==> config.mk <==
export PLATFORM = sky130hd
export DESIGN_NAME = perf_monitor
export DESIGN_NICKNAME = d
export VERILOG_FILES = /design/src/rtl/perf_pkg.sv /design/src/rtl/perf_event_counter.sv /design/src/rtl/perf_monitor.sv
export SDC_FILE = /design/constraint.sdc
export NUM_CORES = 1
export LEC_CHECK = 0
export CORE_MARGIN = 2
export CORE_UTILIZATION = 50
export DETAILED_ROUTE_END_ITERATION = 6
export HOLD_SLACK_MARGIN = 0.12
export PLACE_DENSITY_LB_ADDON = 0.05
export RECOVER_POWER = 25
export SLEW_MARGIN = 20
export SYNTH_ARGS = -nofsm -noshare
export SYNTH_HDL_FRONTEND = slang
export SYNTH_SLANG_ARGS = --single-unit
export TNS_END_PERCENT = 1
==> constraint.sdc <==
create_clock -name clk -period 3.87 [get_ports clk]
set_input_delay 1.161 -clock clk [delete_from_list [all_inputs] [get_ports clk]]
set_output_delay 1.161 -clock clk [all_outputs]
set_load 0.02 [all_outputs]
==> src/rtl/perf_pkg.sv <==
`default_nettype none
// ============================================================================
// Module   : perf_pkg
// Brief    : Shared types and counter-step helper for the performance monitor.
// Revision : 1.0 - initial multi-channel windowed release
// ============================================================================
package perf_pkg;

    typedef enum logic [1:0] {
        IDLE = 2'd0,
        RUN  = 2'd1,
        DONE = 2'd2
    } perf_state_t;

    localparam int DEFAULT_COUNTER_WIDTH = 32;
    localparam int MAX_COUNTER_WIDTH     = 64;

    typedef struct packed {
        logic                         ovf;
        logic [MAX_COUNTER_WIDTH-1:0] value;
    } count_step_t;

    // Width-agnostic: callers pass their all-ones value zero-extended to 64 bits.
    function automatic count_step_t count_step(
        input logic [MAX_COUNTER_WIDTH-1:0] cur,
        input logic [MAX_COUNTER_WIDTH-1:0] all_ones,
        input logic                         sat
    );
        count_step_t r;
        r.ovf = (cur == all_ones);
        if (!r.ovf) begin
            r.value = cur + 64'd1;
        end else if (sat) begin
            r.value = all_ones;
        end else begin
            r.value = '0;
        end
        return r;
    endfunction

endpackage
`default_nettype wire

==> src/rtl/perf_event_counter.sv <==
`default_nettype none
// ============================================================================
// Module   : perf_event_counter
// Brief    : Single event counter with sticky overflow, saturate or wrap.
// Revision : 1.0 - initial multi-channel windowed release
// ============================================================================
module perf_event_counter
    import perf_pkg::*;
#(
    parameter int WIDTH = DEFAULT_COUNTER_WIDTH
) (
    input  logic             clk,
    input  logic             rst_n,
    input  logic             clr,
    input  logic             inc,
    input  logic             sat_mode,
    output logic [WIDTH-1:0] count,
    output logic             ovf
);

    localparam logic [MAX_COUNTER_WIDTH-1:0] c_ALL_ONES = MAX_COUNTER_WIDTH'({WIDTH{1'b1}});

    logic [WIDTH-1:0] r_count;
    logic             r_ovf;
    count_step_t      w_step;

    assign w_step = count_step(MAX_COUNTER_WIDTH'(r_count), c_ALL_ONES, sat_mode);

    generate
        if (WIDTH < MAX_COUNTER_WIDTH) begin : g_unused_hi
            logic w_unused_hi;
            assign w_unused_hi = ^w_step.value[MAX_COUNTER_WIDTH-1:WIDTH];
        end
    endgenerate

    always_ff @(posedge clk or negedge rst_n) begin
        if (!rst_n) begin
            r_count <= '0;
            r_ovf   <= 1'b0;
        end else if (clr) begin
            r_count <= '0;
            r_ovf   <= 1'b0;
        end else if (inc) begin
            r_count <= w_step.value[WIDTH-1:0];
            r_ovf   <= r_ovf | w_step.ovf;
        end
    end

    assign count = r_count;
    assign ovf   = r_ovf;

endmodule
`default_nettype wire

==> src/rtl/perf_monitor.sv <==
`default_nettype none
// ============================================================================
// Module   : perf_monitor
// Brief    : Windowed multi-channel event/cycle counter with indexed readout.
// Revision : 1.0 - initial multi-channel windowed release
// ============================================================================
module perf_monitor
    import perf_pkg::*;
#(
    parameter int NUM_CH        = 4,
    parameter int COUNTER_WIDTH = DEFAULT_COUNTER_WIDTH,
    parameter int SATURATE      = 1,
    parameter int SEL_W         = (NUM_CH > 1) ? $clog2(NUM_CH) : 1
) (
    input  logic                     clk,
    input  logic                     rst_n,
    input  logic                     start,
    input  logic                     stop,
    input  logic                     clear,
    input  logic [COUNTER_WIDTH-1:0] window_len,
    input  logic [NUM_CH-1:0]        events,
    input  logic [SEL_W-1:0]         rd_sel,
    output logic [COUNTER_WIDTH-1:0] rd_count,
    output logic [COUNTER_WIDTH-1:0] cycles_elapsed,
    output logic                     running,
    output logic                     done,
    output logic [NUM_CH-1:0]        overflow,
    output logic                     cycle_overflow
);

    perf_state_t              r_state;
    perf_state_t              w_state_nxt;
    logic [COUNTER_WIDTH-1:0] r_window;
    logic                     w_in_run;
    logic                     w_arm;
    logic                     w_clr_cnt;
    logic                     w_sat;
    logic                     w_auto_stop;
    logic [COUNTER_WIDTH-1:0] w_cyc_inc;
    logic [COUNTER_WIDTH-1:0] w_counts [NUM_CH];

    assign w_in_run  = (r_state == RUN);
    // start only arms from IDLE or DONE; a start during RUN is ignored
    assign w_arm     = start && !w_in_run && !clear;
    assign w_clr_cnt = clear || w_arm;
    assign w_sat     = (SATURATE != 0);

    // Compare against the post-increment count so exactly window_len cycles land
    assign w_cyc_inc   = cycles_elapsed + COUNTER_WIDTH'(1);
    assign w_auto_stop = w_in_run && (r_window != '0) && (w_cyc_inc == r_window);

    always_ff @(posedge clk or negedge rst_n) begin
        if (!rst_n) begin
            r_state <= IDLE;
        end else begin
            r_state <= w_state_nxt;
        end
    end

    always_comb begin
        w_state_nxt = r_state;
        running     = 1'b0;
        done        = 1'b0;
        case (r_state)
            IDLE: begin
                if (start) w_state_nxt = RUN;
            end
            RUN: begin
                running = 1'b1;
                if (stop || w_auto_stop) w_state_nxt = DONE;
            end
            DONE: begin
                done = 1'b1;
                if (start) w_state_nxt = RUN;
            end
            default: w_state_nxt = IDLE;
        endcase
        if (clear) w_state_nxt = IDLE;
    end

    always_ff @(posedge clk or negedge rst_n) begin
        if (!rst_n) begin
            r_window <= '0;
        end else if (clear) begin
            r_window <= '0;
        end else if (w_arm) begin
            r_window <= window_len;
        end
    end

    generate
        for (genvar gi = 0; gi < NUM_CH; gi++) begin : g_ch
            perf_event_counter #(
                .WIDTH (COUNTER_WIDTH)
            ) u_cnt (
                .clk      (clk),
                .rst_n    (rst_n),
                .clr      (w_clr_cnt),
                .inc      (events[gi] && w_in_run),
                .sat_mode (w_sat),
                .count    (w_counts[gi]),
                .ovf      (overflow[gi])
            );
        end
    endgenerate

    perf_event_counter #(
        .WIDTH (COUNTER_WIDTH)
    ) u_cycle_cnt (
        .clk      (clk),
        .rst_n    (rst_n),
        .clr      (w_clr_cnt),
        .inc      (w_in_run),
        .sat_mode (w_sat),
        .count    (cycles_elapsed),
        .ovf      (cycle_overflow)
    );

    // Selects that match no channel read back as zero
    always_comb begin
        rd_count = '0;
        for (int i = 0; i < NUM_CH; i++) begin
            if (rd_sel == SEL_W'(i)) rd_count = w_counts[i];
        end
    end

endmodule
`default_nettype wire

==> results of run 1 <==
## report_power, final
group,internal [mW],switching [mW]
Combinational,0.180,0.281
Clock,0.910,0.892
Sequential,2.11,0.0531
## layout by cell type, fill, tap and decap left out, types with 5 or more instances in the layout
master	n
and3_1	47
nor2_1	119
a41oi_1	6
nand2b_1	7
a21o_1	5
o21ai_0	246
mux4_2	32
xor2_1	16
o31ai_1	6
nor4_1	22
xnor2_1	30
and2_1	11
nand3b_1	32
a22o_1	20
inv_1	56
or3_1	6
o211ai_1	10
nand3_1	66
clkdlybuf4s50_1	79
and4_1	8
a21oi_1	85
dfrtp_1	199
nor3_1	39
buf_4	35
ha_1	5
buf_12	5
dlygate4sd2_1	32
a31oi_1	48
nand2_1	225
nor2b_1	7
clkbuf_16	17
nand4_1	27
## tightest hold or removal path, cell delays in order, from the launching register on
cell and delay [ps]:
dfrtp_1 360, nand2_1 50, nand2_1 50
## per-layer routing
metal	wire length [um]	up-vias
li1	-	5700
met1	16500	5880
met2	19000	584
met3	3090	84
met4	1150	0
met5	0	-
## sequential cells by signal (all words and copies together) (netlist names)
register           flops
g_ch.u_cnt.count     128
g_ch.u_cnt.ovf         4
r_state                2
r_window              32
u_cycle_cnt.count     32
u_cycle_cnt.ovf        1
## kinds of logic after synthesis
group	count (synthesis)	synth area share, %
AND/OR/NAND/NOR	638	24.9
AO/OA/AOI/OAI	459	20.8
flip-flops	199	39.8
buffers and inverters	153	4.84
XOR/XNOR	47	3.35
multiplexers	33	5.84
adder cells (fa/ha/maj)	5	0.500
## worst min path at each step
stage / startpoint / endpoint / slack (ps) / depth (start not counted)
2_1_floorplan: g_ch[0].u_cnt.ovf$_DFFE_PN0P_ / g_ch[0].u_cnt.ovf$_DFFE_PN0P_ / 440 / 2
3_3_place_gp: u_cycle_cnt.ovf$_DFFE_PN0P_ / u_cycle_cnt.ovf$_DFFE_PN0P_ / 490 / 2
3_5_place_dp: g_ch[0].u_cnt.ovf$_DFFE_PN0P_ / g_ch[0].u_cnt.ovf$_DFFE_PN0P_ / 480 / 2
4_1_cts: g_ch[0].u_cnt.ovf$_DFFE_PN0P_ / g_ch[0].u_cnt.ovf$_DFFE_PN0P_ / 500 / 2
5_1_grt: g_ch[0].u_cnt.ovf$_DFFE_PN0P_ / g_ch[0].u_cnt.ovf$_DFFE_PN0P_ / 520 / 2
6_report: g_ch[0].u_cnt.ovf$_DFFE_PN0P_ / g_ch[0].u_cnt.ovf$_DFFE_PN0P_ / 490 / 2
## repair_timing
item	in CTS	in global routing
hold buffers	0	0
gates resized for setup	32	0
endpoints found under the setup margin	32	0
## final cells by class
class | count | share of cell area, %
multi-input cells | 1182 | 47.7
flip-flops and latches | 199 | 34.2
clock inverters | 14 | 0.971
clock buffers | 18 | 2.95
inverters | 56 | 1.44
well taps | 324 | 2.78
repair buffers | 154 | 9.95
## through the flow
step	power [mW]	cells	hold slack [ps]	TNS, ps	util [%]
2_1_floorplan	2.45	1534	440	0	-
3_3_place_gp	2.67	1915	486	-1450	57.4
3_5_place_dp	2.67	1915	482	-1590	57.4
4_1_cts	4.46	1947	504	0	59.6
5_1_grt	4.58	1947	523	0	59.5
6_report	4.43	1947	489	0	59.5
==> impl_metrics.csv, run 1 <==
group,metric,value,unit
status,outcome,"finished with violations",
status,failed_checks,"max-capacitance violations, max-slew violations",
worst_setup_path,path_depth,4,
synth,yosys.area.top_type,"dfrtp_1",
layout,fin_nets,1658,
placed_design,io_buffers,113,
sta,maxSlewViolCount,64,
worst_setup_path,r2r_start,"u_cycle_cnt.count[0]$_DFFE_PN0P_",
synth,syn_inst,1534,
sta,setup_violations,0,
clocking,clk_path_buf_depth,2,
worst_setup_path,end_kind,"primary output",
worst_setup_path,critPathSlowestCell,"clkdlybuf4s50_1",
synth,yosys.cell_types.count,60,
synth,async_flop_share,100,%
grt,overflow,0,
floorplan,die_w,162,um
grt,antenna_found_initial,0,
grt,top_usage_layer,"met2",
clocking,cts_buffers,17,
worst_setup_path,worstPathArrival,2590,ps
route,postRouteAntennaNets,0,
route,via_per_inst,6.29,
worst_setup_path,crit_fanout,32,
sta,clock.fmax,267,MHz
grt,gr-usage-met3,5.11,%
floorplan,die-area,26300,um^2
sta,worstMarginPinSlew,1770,ps
floorplan,initial_core_util,51.2,%
sta,layout_setup_ws,121,ps
worst_setup_path,r2r_end,"r_state[0]$_DFFE_PN0P_",
grt,grt_use_total,30.8,%
synth,yosys-top-cells-area,"dfrtp_1 (40%), o21ai_0 (9.8%), nand2_1 (6.7%)",
layout,fillCellCount,2167,
clocking,cts.sinks,199,
worst_setup_path,required,2710,ps
worst_setup_path,cp-endpoint,"rd_count[9]",
synth,synth_fp_nets,1582,
worst_setup_path,path_cells,"clkdlybuf4s50_1 > buf_12 > mux4_2 > dlygate4sd2_1",
grt,grt_pass1_wl,63.6,mm
synth,synth_edf_count,0,
floorplan,fp.dieH,162,um
placed_design,dp_hpwl,28.4,mm
synth,synth_top_area_share,39.8,%
power_and_ir_drop,leakagePower,6.29,nW
power_and_ir_drop,powerDensity,304,nW/um^2
synth,ys_seq_area_share,39.8,%
floorplan,rows,57,
worst_setup_path,slowest_delay,500,ps
layout,diodes,0,
worst_setup_path,reg2reg_depth,9,
clocking,postCtsSetupBuffers,0,
layout,syn_to_final_growth,16.4,%
layout,register_area,4980,um^2
worst_setup_path,cp-start-kind,"primary input",
power_and_ir_drop,ir_worst_vdd,0.336,mV
worst_setup_path,crit_family,"buffers and inverters",
placed_design,place_area,14000,um^2
worst_setup_path,critPathKind,"in2out",
sta,finalHoldViolCount,0,
sta,finClkSkew,12.4,ps
grt,grt_max_degree,65,
route,drt_wl_total,39.7,mm
grt,use_met1,42.6,%
synth,syn-cell-area,12500,um^2
synth,synth_most_common_cell,"o21ai_0",
sta,final.period_utilization,96.9,%
grt,met2_usage,49.6,%
synth,yosysWarnings,0,
synth,avgSynthCellArea,8.16,um^2
layout,final_area,14600,um^2
worst_hold_path,min_path_type,"reg2reg",
clocking,cts_tree,"done",
placed_design,routabilityCongestion,0.970,
clocking,cts_root_buffer,"clkbuf_16",
placed_design,pre_cts_slack,-84.9,ps
worst_setup_path,crit_path_start,"rd_sel[1]",
synth,synth_top_flop_cell,"dfrtp_1",
sta,rsz0062_at_grt,"false",
worst_setup_path,cp.buffers_inverters,3,
route,routedWlPerCell,20.4,um
grt,grt_pass1_vias,11300,
layout,final_layout_size_suffix_gt1_share,7.46,%
clocking,cts_max_level,4,
route,drt_first_pass_iters,6,
worst_setup_path,r2r_slack,430,ps
route,route.vias.total,12200,
synth,synth_commonest_cells,"o21ai_0 (246), nand2_1 (225), dfrtp_1 (199), nor2_1 (121), a21oi_1 (88)",
layout,multiInputGateArea,6950,um^2
synth,ys_ff_latch,199,
route,dr.first_iter.drc_count,1353,
clocking,clkTransAtPathRegs,70,ps
route,drcViolationCount,0,
clocking,insertion_delay,440,ps
flow_run,max_cap_viol_count,1,
sta,fin_crit,3750,ps
floorplan,fp.coreArea,24500,um^2
floorplan,io_pins,114,
sta,slew_headroom,-18.1,%
(Power assumes the default switching activity.)
==> run 2: changes to the inputs <==
--- a/config.mk
+++ b/config.mk
@@ -5,6 +5,7 @@
 export SDC_FILE = /design/constraint.sdc
 export NUM_CORES = 1
 export LEC_CHECK = 0
+export CAP_MARGIN = 40
 export CORE_MARGIN = 2
 export CORE_UTILIZATION = 50
 export DETAILED_ROUTE_END_ITERATION = 6
==> run 2 against run 1 <==
Compared with the run above:
- the run still ends with max-capacitance violations, max-slew violations left
- global-route usage stayed put
- flip-flop and latch count stayed put
- via count is 0.49% higher
- sequential share of layout area hardly changed
- highest routed layer unchanged
==> impl_metrics.csv, run 2 (synthesized netlist as in run 1, its figures left out) <==
group,metric,value,unit
status,failed_checks,"max-capacitance violations, max-slew violations",
placed_design,io_buffers,113,
clocking,cts.sinks,199,
layout,final_area,14600,um^2
power_and_ir_drop,combPwrFrac,10.5,%
worst_hold_path,min_path_type,"reg2reg",
placed_design,place_area,14000,um^2
sta,layout_setup_ws,120,ps
layout,register_area,4980,um^2
clocking,clkTransAtPathRegs,70,ps
sta,finalHoldViolCount,0,
status,outcome,"finished with violations",
layout,final_layout_size_suffix_gt1_share,7.51,%
sta,finClkSkew,11.6,ps
clocking,cts_tree,"done",
floorplan,die_w,162,um
sta,worstMarginPinSlew,1780,ps
worst_setup_path,r2r_end,"r_state[0]$_DFFE_PN0P_",
clocking,cts_root_buffer,"clkbuf_16",
worst_setup_path,reg2reg_depth,9,
route,dr_wl_met2,18.8,mm
layout,final_cell_mix,"o21ai_0 (246), nand2_1 (225), dfrtp_1 (199)",
worst_setup_path,crit_fanout,32,
route,drcViolationCount,0,
sta,fin_crit,3750,ps
clocking,cts_max_level,4,
power_and_ir_drop,leakagePower,6.30,nW
layout,final_common_cell,"o21ai_0",
route,route.vias.total,12300,
route,via_per_inst,6.32,
route,postRouteAntennaNets,0,
clocking,clk_path_buf_depth,2,
worst_setup_path,crit_path_start,"rd_sel[1]",
placed_design,routabilityCongestion,0.970,
power_and_ir_drop,clockPowerShare,40.7,%
power_and_ir_drop,power_frac_seq,48.9,%
sta,setup_violations,0,
grt,overflow,0,
sta,slew_headroom,-18.7,%
clocking,insertion_delay,440,ps
floorplan,fp.coreArea,24500,um^2
route,wl_met3,3.08,mm
worst_setup_path,r2r_start,"u_cycle_cnt.count[0]$_DFFE_PN0P_",
sta,rsz0062_at_grt,"false",
grt,grt_use_total,30.8,%
grt,grt_pass1_wl,63.6,mm
route,routedWlPerCell,20.4,um
floorplan,initial_core_util,51.2,%
power_and_ir_drop,switchingPower,1.23,mW
floorplan,rows,57,
power_and_ir_drop,powerDensity,304,nW/um^2
sta,maxSlewViolCount,64,
flow_run,max_cap_viol_count,1,
grt,grt_pass1_vias,11300,
layout,finish.utilization,59.6,%
worst_setup_path,end_kind,"primary output",
worst_setup_path,cp-endpoint,"rd_count[9]",
layout,multiInputGateArea,6950,um^2
layout,syn_to_final_growth,16.5,%
route,top_layer,"met4",
worst_setup_path,required,2710,ps
layout,fillCellCount,2165,
floorplan,die-area,26300,um^2
power_and_ir_drop,internal_power,3.21,mW
worst_setup_path,worstPathArrival,2590,ps
floorplan,io_pins,114,
worst_setup_path,critPathKind,"in2out",
power_and_ir_drop,switching_share,27.7,%
placed_design,dp_hpwl,28.4,mm
route,drt_wl_total,39.8,mm
worst_setup_path,r2r_slack,410,ps
power_and_ir_drop,ir_worst_vdd,0.338,mV
worst_setup_path,cp-start-kind,"primary input",
sta,final.period_utilization,96.9,%
layout,largest_reg_flops,128,
layout,diodes,0,
grt,grt_max_degree,65,
layout,fin_nets,1659,
placed_design,pre_cts_slack,-84.9,ps
sta,clock.fmax,267,MHz
clocking,cts_buffers,17,
grt,antenna_found_initial,0,
route,wl_met1,16.7,mm
route,drt_first_pass_iters,7,
sta,timing.hold.ws,489,ps
power_and_ir_drop,total_power,4.43,mW
floorplan,fp.dieH,162,um
route,dr.first_iter.drc_count,1427,
[run 2: cell count changes in the layout (fill, tap and decap cells not counted)]
| cell | before | now |
|---|---|---|
| buf_8 | 0 | 1 |
[run 2: worst min-delay path by stage]
stage / startpoint / end / slack, ps / cells past startpoint
final: g_ch[0].u_cnt.ovf$_DFFE_PN0P_ / g_ch[0].u_cnt.ovf$_DFFE_PN0P_ / 490 / 2
after floorplan: g_ch[0].u_cnt.ovf$_DFFE_PN0P_ / g_ch[0].u_cnt.ovf$_DFFE_PN0P_ / 440 / 2
after global placement: u_cycle_cnt.ovf$_DFFE_PN0P_ / u_cycle_cnt.ovf$_DFFE_PN0P_ / 490 / 2
after detailed placement: g_ch[0].u_cnt.ovf$_DFFE_PN0P_ / g_ch[0].u_cnt.ovf$_DFFE_PN0P_ / 480 / 2
after CTS: g_ch[0].u_cnt.ovf$_DFFE_PN0P_ / g_ch[0].u_cnt.ovf$_DFFE_PN0P_ / 500 / 2
after global routing: g_ch[0].u_cnt.ovf$_DFFE_PN0P_ / g_ch[0].u_cnt.ovf$_DFFE_PN0P_ / 520 / 2
[run 2: power by group through the flow]
stage / Combinational (mW) / Clock (mW) / Sequential [mW]
global route: 0.512 / 1.90 / 2.17
floorplan: 0.258 / 0 / 2.19
finish: 0.464 / 1.80 / 2.17
global placement: 0.458 / 0 / 2.21
CTS: 0.465 / 1.83 / 2.17
detailed placement: 0.464 / 0 / 2.21
[run 2: critical path: stages]
cell and delay, ps:
clkdlybuf4s50_1 500, buf_12 220, mux4_2 340, dlygate4sd2_1 350
[run 2: layout make-up]
| type | count | area share (%) |
|---|---|---|
| Multi-Input combinational cell | 1182 | 47.7 |
| Sequential cell | 199 | 34.2 |
| Timing Repair Buffer | 155 | 10.0 |
| Clock buffer | 18 | 2.94 |
| Tap cell | 324 | 2.78 |
| Inverter | 56 | 1.44 |
| Clock inverter | 14 | 0.970 |
[run 2: stage by stage]
step / setup TNS (ps) / cells
after floorplan: 0 / 1534
after global placement: -1450 / 1915
after detailed placement: -1590 / 1915
after CTS: 0 / 1947
after global routing: 0 / 1948
final: 0 / 1948
[run 2: routing by layer]
| metal | vias up | global-route usage [%] |
|---|---|---|
| met5 | - | 0 |
| met4 | 0 | 10.1 |
| met3 | 90 | 5.11 |
| met2 | 571 | 49.6 |
| met1 | 5947 | 42.6 |
| li1 | 5700 | - |
[run 2: what timing repair did]
| item | CTS | global route |
|---|---|---|
| buffers inserted | 0 | 0 |
| hold buffers | 0 | 0 |
| hold endpoints to repair | 0 | 0 |
| gates resized for setup | 32 | 0 |
| setup endpoints to repair | 32 | 0 |
